===== src/rtl/terrain_dig_writer.sv =====
`default_nettype none
// =============================================================================
// terrain_dig_writer : turns player steps into block-clear writes on the
// terrain bitmap write port and refills the whole map on level restore.
// Revision: 1.0
// =============================================================================
module terrain_dig_writer #(
  parameter int TERRAIN_X0  = 32,
  parameter int TERRAIN_Y0  = 160,
  parameter int TERRAIN_W   = 480,
  parameter int TERRAIN_H   = 320,
  parameter int BLOCK_SHIFT = 3,
  parameter int PLAYER_SIZE = 32
) (
  input  logic        clk,
  input  logic        resetN,
  input  logic        player_moved,
  input  logic [10:0] playerTLX,
  input  logic [10:0] playerTLY,
  input  logic        level_restore,
  output logic        wr_req,
  output logic [11:0] wr_addr,
  output logic        wr_data,
  input  logic        wr_ack,
  output logic        dig_busy,
  output logic        dig_done
);

  localparam int c_COLS  = TERRAIN_W >> BLOCK_SHIFT;
  localparam int c_ROWS  = TERRAIN_H >> BLOCK_SHIFT;
  localparam int c_DEPTH = c_COLS * c_ROWS;
  localparam int c_CW    = $clog2(c_COLS);
  localparam int c_RW    = $clog2(c_ROWS);

  localparam logic [11:0] c_X0        = 12'(TERRAIN_X0);
  localparam logic [11:0] c_Y0        = 12'(TERRAIN_Y0);
  localparam logic [11:0] c_X_LAST    = 12'(TERRAIN_X0 + TERRAIN_W - 1);
  localparam logic [11:0] c_Y_LAST    = 12'(TERRAIN_Y0 + TERRAIN_H - 1);
  localparam logic [11:0] c_SPAN      = 12'(PLAYER_SIZE - 1);
  localparam logic [11:0] c_COLS12    = 12'(c_COLS);
  localparam logic [11:0] c_LAST_ADDR = 12'(c_DEPTH - 1);

  typedef enum logic [2:0] {
    S_IDLE  = 3'd0,
    S_CALC  = 3'd1,
    S_ISSUE = 3'd2,
    S_DONE  = 3'd3,
    S_FILL  = 3'd4
  } state_t;

  state_t            state_q, state_d;
  logic [10:0]       px_q, px_d, py_q, py_d;
  logic [10:0]       pend_x_q, pend_x_d, pend_y_q, pend_y_d;
  logic              pend_move_q, pend_move_d;
  logic              restore_q, restore_d;
  logic [c_CW-1:0]   col_q, col_d, col_s_q, col_s_d, col_e_q, col_e_d;
  logic [c_RW-1:0]   row_q, row_d, row_e_q, row_e_d;
  logic [11:0]       fill_q, fill_d;

  logic [11:0] w_px, w_py, w_px_end, w_py_end;
  logic [11:0] w_x0, w_x1, w_y0, w_y1;
  logic [11:0] w_x_off0, w_x_off1, w_y_off0, w_y_off1;
  logic [11:0] w_dig_addr;
  logic        w_empty;
  logic        w_xfer;

  // Clipped player box; 12-bit math keeps px + PLAYER_SIZE - 1 from wrapping.
  always_comb begin
    w_px     = {1'b0, px_q};
    w_py     = {1'b0, py_q};
    w_px_end = w_px + c_SPAN;
    w_py_end = w_py + c_SPAN;
    w_x0     = (w_px > c_X0) ? w_px : c_X0;
    w_y0     = (w_py > c_Y0) ? w_py : c_Y0;
    w_x1     = (w_px_end < c_X_LAST) ? w_px_end : c_X_LAST;
    w_y1     = (w_py_end < c_Y_LAST) ? w_py_end : c_Y_LAST;
    w_empty  = (w_x0 > w_x1) || (w_y0 > w_y1);
    w_x_off0 = w_x0 - c_X0;
    w_x_off1 = w_x1 - c_X0;
    w_y_off0 = w_y0 - c_Y0;
    w_y_off1 = w_y1 - c_Y0;
  end

  always_comb begin
    w_dig_addr = 12'(row_q) * c_COLS12 + 12'(col_q);
    wr_req     = (state_q == S_ISSUE) || (state_q == S_FILL);
    wr_data    = (state_q == S_FILL);
    dig_busy   = (state_q != S_IDLE);
    dig_done   = (state_q == S_DONE);
    if (state_q == S_ISSUE) begin
      wr_addr = w_dig_addr;
    end else if (state_q == S_FILL) begin
      wr_addr = fill_q;
    end else begin
      wr_addr = 12'd0;
    end
    w_xfer = wr_req && wr_ack;
  end

  always_comb begin
    state_d     = state_q;
    px_d        = px_q;
    py_d        = py_q;
    pend_x_d    = pend_x_q;
    pend_y_d    = pend_y_q;
    pend_move_d = pend_move_q;
    restore_d   = restore_q;
    col_d       = col_q;
    row_d       = row_q;
    col_s_d     = col_s_q;
    col_e_d     = col_e_q;
    row_e_d     = row_e_q;
    fill_d      = fill_q;

    // Requests arriving while a sweep runs are parked; newest move wins.
    if (state_q != S_IDLE) begin
      if (player_moved) begin
        pend_move_d = 1'b1;
        pend_x_d    = playerTLX;
        pend_y_d    = playerTLY;
      end
      if (level_restore) begin
        restore_d = 1'b1;
      end
    end

    case (state_q)
      S_IDLE: begin
        if (level_restore || restore_q) begin
          state_d   = S_FILL;
          restore_d = 1'b0;
          fill_d    = 12'd0;
          if (player_moved) begin
            pend_move_d = 1'b1;
            pend_x_d    = playerTLX;
            pend_y_d    = playerTLY;
          end
        end else if (player_moved) begin
          state_d     = S_CALC;
          px_d        = playerTLX;
          py_d        = playerTLY;
          pend_move_d = 1'b0;
        end else if (pend_move_q) begin
          state_d     = S_CALC;
          px_d        = pend_x_q;
          py_d        = pend_y_q;
          pend_move_d = 1'b0;
        end
      end
      S_CALC: begin
        if (w_empty) begin
          state_d = S_DONE;
        end else begin
          col_s_d = c_CW'(w_x_off0 >> BLOCK_SHIFT);
          col_e_d = c_CW'(w_x_off1 >> BLOCK_SHIFT);
          row_e_d = c_RW'(w_y_off1 >> BLOCK_SHIFT);
          col_d   = c_CW'(w_x_off0 >> BLOCK_SHIFT);
          row_d   = c_RW'(w_y_off0 >> BLOCK_SHIFT);
          state_d = S_ISSUE;
        end
      end
      S_ISSUE: begin
        if (w_xfer) begin
          if (col_q == col_e_q) begin
            if (row_q == row_e_q) begin
              state_d = S_DONE;
            end else begin
              col_d = col_s_q;
              row_d = row_q + 1'b1;
            end
          end else begin
            col_d = col_q + 1'b1;
          end
        end
      end
      S_FILL: begin
        if (w_xfer) begin
          if (fill_q == c_LAST_ADDR) begin
            state_d = S_DONE;
            fill_d  = 12'd0;
          end else begin
            fill_d = fill_q + 12'd1;
          end
        end
      end
      S_DONE: begin
        state_d = S_IDLE;
      end
      default: begin
        state_d = S_IDLE;
      end
    endcase
  end

  always_ff @(posedge clk or negedge resetN) begin
    if (!resetN) begin
      state_q     <= S_IDLE;
      px_q        <= '0;
      py_q        <= '0;
      pend_x_q    <= '0;
      pend_y_q    <= '0;
      pend_move_q <= 1'b0;
      restore_q   <= 1'b0;
      col_q       <= '0;
      row_q       <= '0;
      col_s_q     <= '0;
      col_e_q     <= '0;
      row_e_q     <= '0;
      fill_q      <= '0;
    end else begin
      state_q     <= state_d;
      px_q        <= px_d;
      py_q        <= py_d;
      pend_x_q    <= pend_x_d;
      pend_y_q    <= pend_y_d;
      pend_move_q <= pend_move_d;
      restore_q   <= restore_d;
      col_q       <= col_d;
      row_q       <= row_d;
      col_s_q     <= col_s_d;
      col_e_q     <= col_e_d;
      row_e_q     <= row_e_d;
      fill_q      <= fill_d;
    end
  end

endmodule
`default_nettype wire


===== config.mk =====
export PLATFORM = sky130hd
export DESIGN_NAME = terrain_dig_writer
export DESIGN_NICKNAME = d
export VERILOG_FILES = /design/src/rtl/terrain_dig_writer.sv
export SDC_FILE = /design/constraint.sdc
export NUM_CORES = 1
export LEC_CHECK = 0
export CAP_MARGIN = 15
export CORE_ASPECT_RATIO = 1.2
export CORE_MARGIN = 2
export CORE_UTILIZATION = 50
export DETAILED_ROUTE_END_ITERATION = 10
export PLACE_DENSITY = 0.69
export SYNTH_ARGS = -nofsm -noshare
export SYNTH_HDL_FRONTEND = slang
export SYNTH_SLANG_ARGS = --single-unit

===== constraint.sdc =====
create_clock -name clk -period 5.6 [get_ports clk]
set_input_delay 1.12 -clock clk [delete_from_list [all_inputs] [get_ports clk]]
set_output_delay 1.12 -clock clk [all_outputs]
set_load 0.1 [all_outputs]

==> out/results.txt <==
Class of the most critical setup path: reg -> out. The initial core utilization was 0.509; the logic depth of the worst register-to-register path was 16. For the number of antenna-violating nets in the routed design, the log shows 0.

The logs give 5 for the number of iterations in the first detailed-routing pass and 0.349 for the worst relative slew slack. Counting every sink on the clock net gives 91. The number of antenna repair diodes is 0.

STA classifies the critical path endpoint as an output pin. The logs give 225 for the violation count after the first detailed-route iteration and 0 for the final setup violation count. The final setup TNS was 0 ns; the global router's overall resource usage was 0.211. The height of the chip was 131 µm; the transition time of the tightest slew-check pin was 0.977 ns.

After layout, the minimum clock period comes to 5.33 ns. The final count of pins violating max slew is 0, and the estimated wirelength of the detail-placed design is 10.7 mm. The standard cell core area is 13100 µm², and the count of maximum capacitance violations is 0. Summed over all layers, the global routing overflow is 0. The worst min-delay path class is reg -> reg. The worst path required time was 4.48 ns; the critical-path maximum fanout was 9. Static timing analysis puts the maximum clock frequency at 188 MHz.

For the CTS buffer count, the log shows 9. The congestion estimate from routability-driven global placement came to 0.873. The largest net degree at the start of global routing came out at 56.

The tools report the number of hold-repair buffers added at the cts stage as 0. Ratio of routed vias to standard cells: 5.64. The async set-reset flop share out of synthesis was 1.00.

The final cycle utilization of the critical path came out at 0.952. The area growth from synthesis to layout was 11.9%. In the routed design, unresolved DRC markers number 0. For the initial antenna violation count, the log shows 0. The netlist uses 65 different library cells. The post-layout net count was 848; the fraction of the core area covered by cells at the end of the flow was 0.570.

The highest metal layer used by the detailed router was met4. The share of post-route cells with drive strength above 1 came out at 0.101. Of all cell types, the one taking the most synthesized area is sky130_fd_sc_hd__dfrtp_1. By instance count, the leading cell after synthesis is sky130_fd_sc_hd__nand2_1. The first global-routing pass estimated 24.2 mm of wire.

No sink is reached through more buffers than the 2 on the longest clock path. Pin placement for this block handled 43 I/O pins. The post-synthesis register bit count is 91, and the post-synthesis instance total is 735. At the worst endpoint, the arrival time is 4.21 ns. The total cell area at the placement stage came out at 7210 µm². The share of the synthesized area in the top cell type works out to 0.341. Detailed routing placed a total of 7.07 mm of wire on met2. In the synthesized netlist the dominant register cell turns out to be sky130_fd_sc_hd__dfrtp_1. The run finished with clean final reports. TritonCTS built the clock tree. The tools report the mapped cell area as 6680 µm². The number of synthesized flops with an enable pin came out at 0.

The proportion of synthesized chip area in sequential cells came out at 0.341. The buffer cell driving the clock tree root is sky130_fd_sc_hd__clkbuf_16. The die is 110 µm wide. For the routed wire length, the log shows 13.9 mm. In the final routed layout, each cell accounts on average for 14.9 µm. The final worst clock skew is 0.00571 ns. The tools report the wire length on met3 as 518 µm. The floorplan step defined a die boundary enclosing 14300 µm².

The worst setup path is launched from a register. After floorplanning, the core was divided into 46 placement rows. The quantity of I/O buffers inserted on ports works out to 42. Setup repair after global routing left no endpoint under its margin.

After detailed routing, the wire length on met1 is 6.12 mm. Finished layout cell area: 7470 µm². The clock edge transition at the registers on the reported setup and hold paths was 0.06 ns; the yosys synthesis warning count was 0.

For the number of vias in the routed layout, the log shows 5259. At the later pin of the worst-skew pair, clock insertion delay measures 0.34 ns. The cell count of the worst hold path is 2, and the mean area per synthesized cell is 9.09 µm². In the post-synthesis netlist, the biggest area contributors are sky130_fd_sc_hd__dfrtp_1 (34%), sky130_fd_sc_hd__ha_1 (9.4%), sky130_fd_sc_hd__nand2_1 (5.5%), sky130_fd_sc_hd__mux2_2 (5.1%), sky130_fd_sc_hd__o21ai_0 (4.3%). The CTS H-tree depth is 3.

Ranked by instance count, the synthesized netlist is headed by sky130_fd_sc_hd__nand2_1 (98), sky130_fd_sc_hd__dfrtp_1 (91), sky130_fd_sc_hd__o21ai_0 (58), sky130_fd_sc_hd__ha_1 (50), sky130_fd_sc_hd__nor2_1 (45). Total count of hold-check failures in the final report: 0. The tools report the via count of the first global-routing pass as 5194. The tools report the fill cell total of the finished layout as 1209.
## layout make-up
class / count / area, µm² / share of cell area
Clock buffer: 10 / 229 / 0.0306
Clock inverter: 4 / 28.8 / 0.00385
Inverter: 27 / 101 / 0.0136
Multi-Input combinational cell: 584 / 4170 / 0.558
Sequential cell: 91 / 2280 / 0.305
Tap cell: 168 / 210 / 0.0281
Timing Repair Buffer: 48 / 458 / 0.0613
## stage by stage
stage / hold slack (ns) / setup WS [ns] / instances
6_report: 0.482 / 0.267 / 932
5_1_grt: 0.522 / 0.0502 / 932
4_1_cts: 0.481 / 0.200 / 932
3_5_place_dp: 0.466 / 0.573 / 918
3_3_place_gp: 0.458 / 0.642 / 918
2_1_floorplan: 0.442 / -0.0757 / 738
## registers in the layout, summed over array words and instances, names as in the netlist
| name | flops |
|---|---|
| pend_y_q | 11 |
| row_q | 6 |
| col_q | 6 |
| pend_x_q | 11 |
| col_s_q | 6 |
| col_e_q | 6 |
| px_q | 11 |
| fill_q | 12 |
| py_q | 11 |
| row_e_q | 6 |
| restore_q | 1 |
| state_q | 3 |
| pend_move_q | 1 |
## cells by family after synthesis
kind of cell,synth area share
mux,0.0948
fa+ha+maj,0.124
buf+inv,0.0386
flops,0.341
compound gates,0.147
other cells,0.000561
simple gates,0.185
xor+xnor,0.0702
## final timing paths
check,end,start,slack (ns)
setup reg to reg,col_q[0]$_DFFE_PN0P_,py_q[1]$_DFFE_PN0P_,0.77
hold / removal,col_s_q[3]$_DFFE_PN0P_,col_s_q[3]$_DFFE_PN0P_,0.48
setup / recovery,wr_addr[11],row_q[0]$_DFFE_PN0P_,0.27
min in group asynchronous,fill_q[0]$_DFFE_PN0P_,resetN,0.76
hold reg to reg,col_s_q[3]$_DFFE_PN0P_,col_s_q[3]$_DFFE_PN0P_,0.48
max in group asynchronous,row_q[2]$_DFFE_PN0P_,resetN,3.72
## routing by layer
layer  GRT usage  vias to the layer above
met2       0.373                       95
li1            -                     2639
met3      0.0317                       12
met4      0.0551                        0
met5           0                        -
met1       0.269                     2513
## worst max-delay path, cell delays in order, from the launching register on
cell                       delay, ns
sky130_fd_sc_hd__dfrtp_2        0.49
sky130_fd_sc_hd__fa_1           0.58
sky130_fd_sc_hd__inv_1          0.06
sky130_fd_sc_hd__fa_1           0.53
sky130_fd_sc_hd__inv_1          0.06
sky130_fd_sc_hd__ha_1           0.29
sky130_fd_sc_hd__a21o_1         0.18
sky130_fd_sc_hd__a21oi_1        0.21
sky130_fd_sc_hd__nor2b_1        0.06
sky130_fd_sc_hd__o21ai_0        0.14
sky130_fd_sc_hd__nand2b_1       0.10
sky130_fd_sc_hd__a21o_1         0.18
sky130_fd_sc_hd__a21oi_1        0.19
sky130_fd_sc_hd__xnor3_1        0.36
sky130_fd_sc_hd__a22o_1         0.21
sky130_fd_sc_hd__buf_4          0.23
## cell usage in the layout (no fill, tap or decap), types with 3 or more instances in the layout
cell type,count
sky130_fd_sc_hd__a21boi_0,5
sky130_fd_sc_hd__conb_1,4
sky130_fd_sc_hd__and3_1,17
sky130_fd_sc_hd__a22o_1,4
sky130_fd_sc_hd__and2_1,11
sky130_fd_sc_hd__nand2_1,98
sky130_fd_sc_hd__xnor2_1,25
sky130_fd_sc_hd__clkbuf_16,9
sky130_fd_sc_hd__a21oi_1,33
sky130_fd_sc_hd__o31a_1,3
sky130_fd_sc_hd__inv_1,26
sky130_fd_sc_hd__or2_2,4
sky130_fd_sc_hd__nand4_1,10
sky130_fd_sc_hd__fa_1,10
sky130_fd_sc_hd__a31oi_1,10
sky130_fd_sc_hd__nand3_1,24
sky130_fd_sc_hd__nor3_1,7
sky130_fd_sc_hd__ha_1,50
sky130_fd_sc_hd__nand3b_1,4
sky130_fd_sc_hd__o31ai_1,6
sky130_fd_sc_hd__o21ai_0,52
sky130_fd_sc_hd__mux2_2,30
sky130_fd_sc_hd__mux2i_1,22
sky130_fd_sc_hd__o21ai_1,6
sky130_fd_sc_hd__a21o_1,13
sky130_fd_sc_hd__mux2_4,5
sky130_fd_sc_hd__nor2b_1,9
sky130_fd_sc_hd__clkdlybuf4s50_1,34
sky130_fd_sc_hd__buf_4,13
sky130_fd_sc_hd__nor2_1,45
sky130_fd_sc_hd__nand2b_1,9
sky130_fd_sc_hd__o211ai_1,4
sky130_fd_sc_hd__xor2_1,26
sky130_fd_sc_hd__dfrtp_1,89
## what timing repair did
| action | CTS | global route |
|---|---|---|
| buffers inserted | 0 | 0 |
| setup endpoints to repair | 0 | 2 |
| gates resized for setup | 0 | 3 |
Power is not shown: default switching activity piles up to over one toggle a cycle in this logic, so the estimate is an artifact.
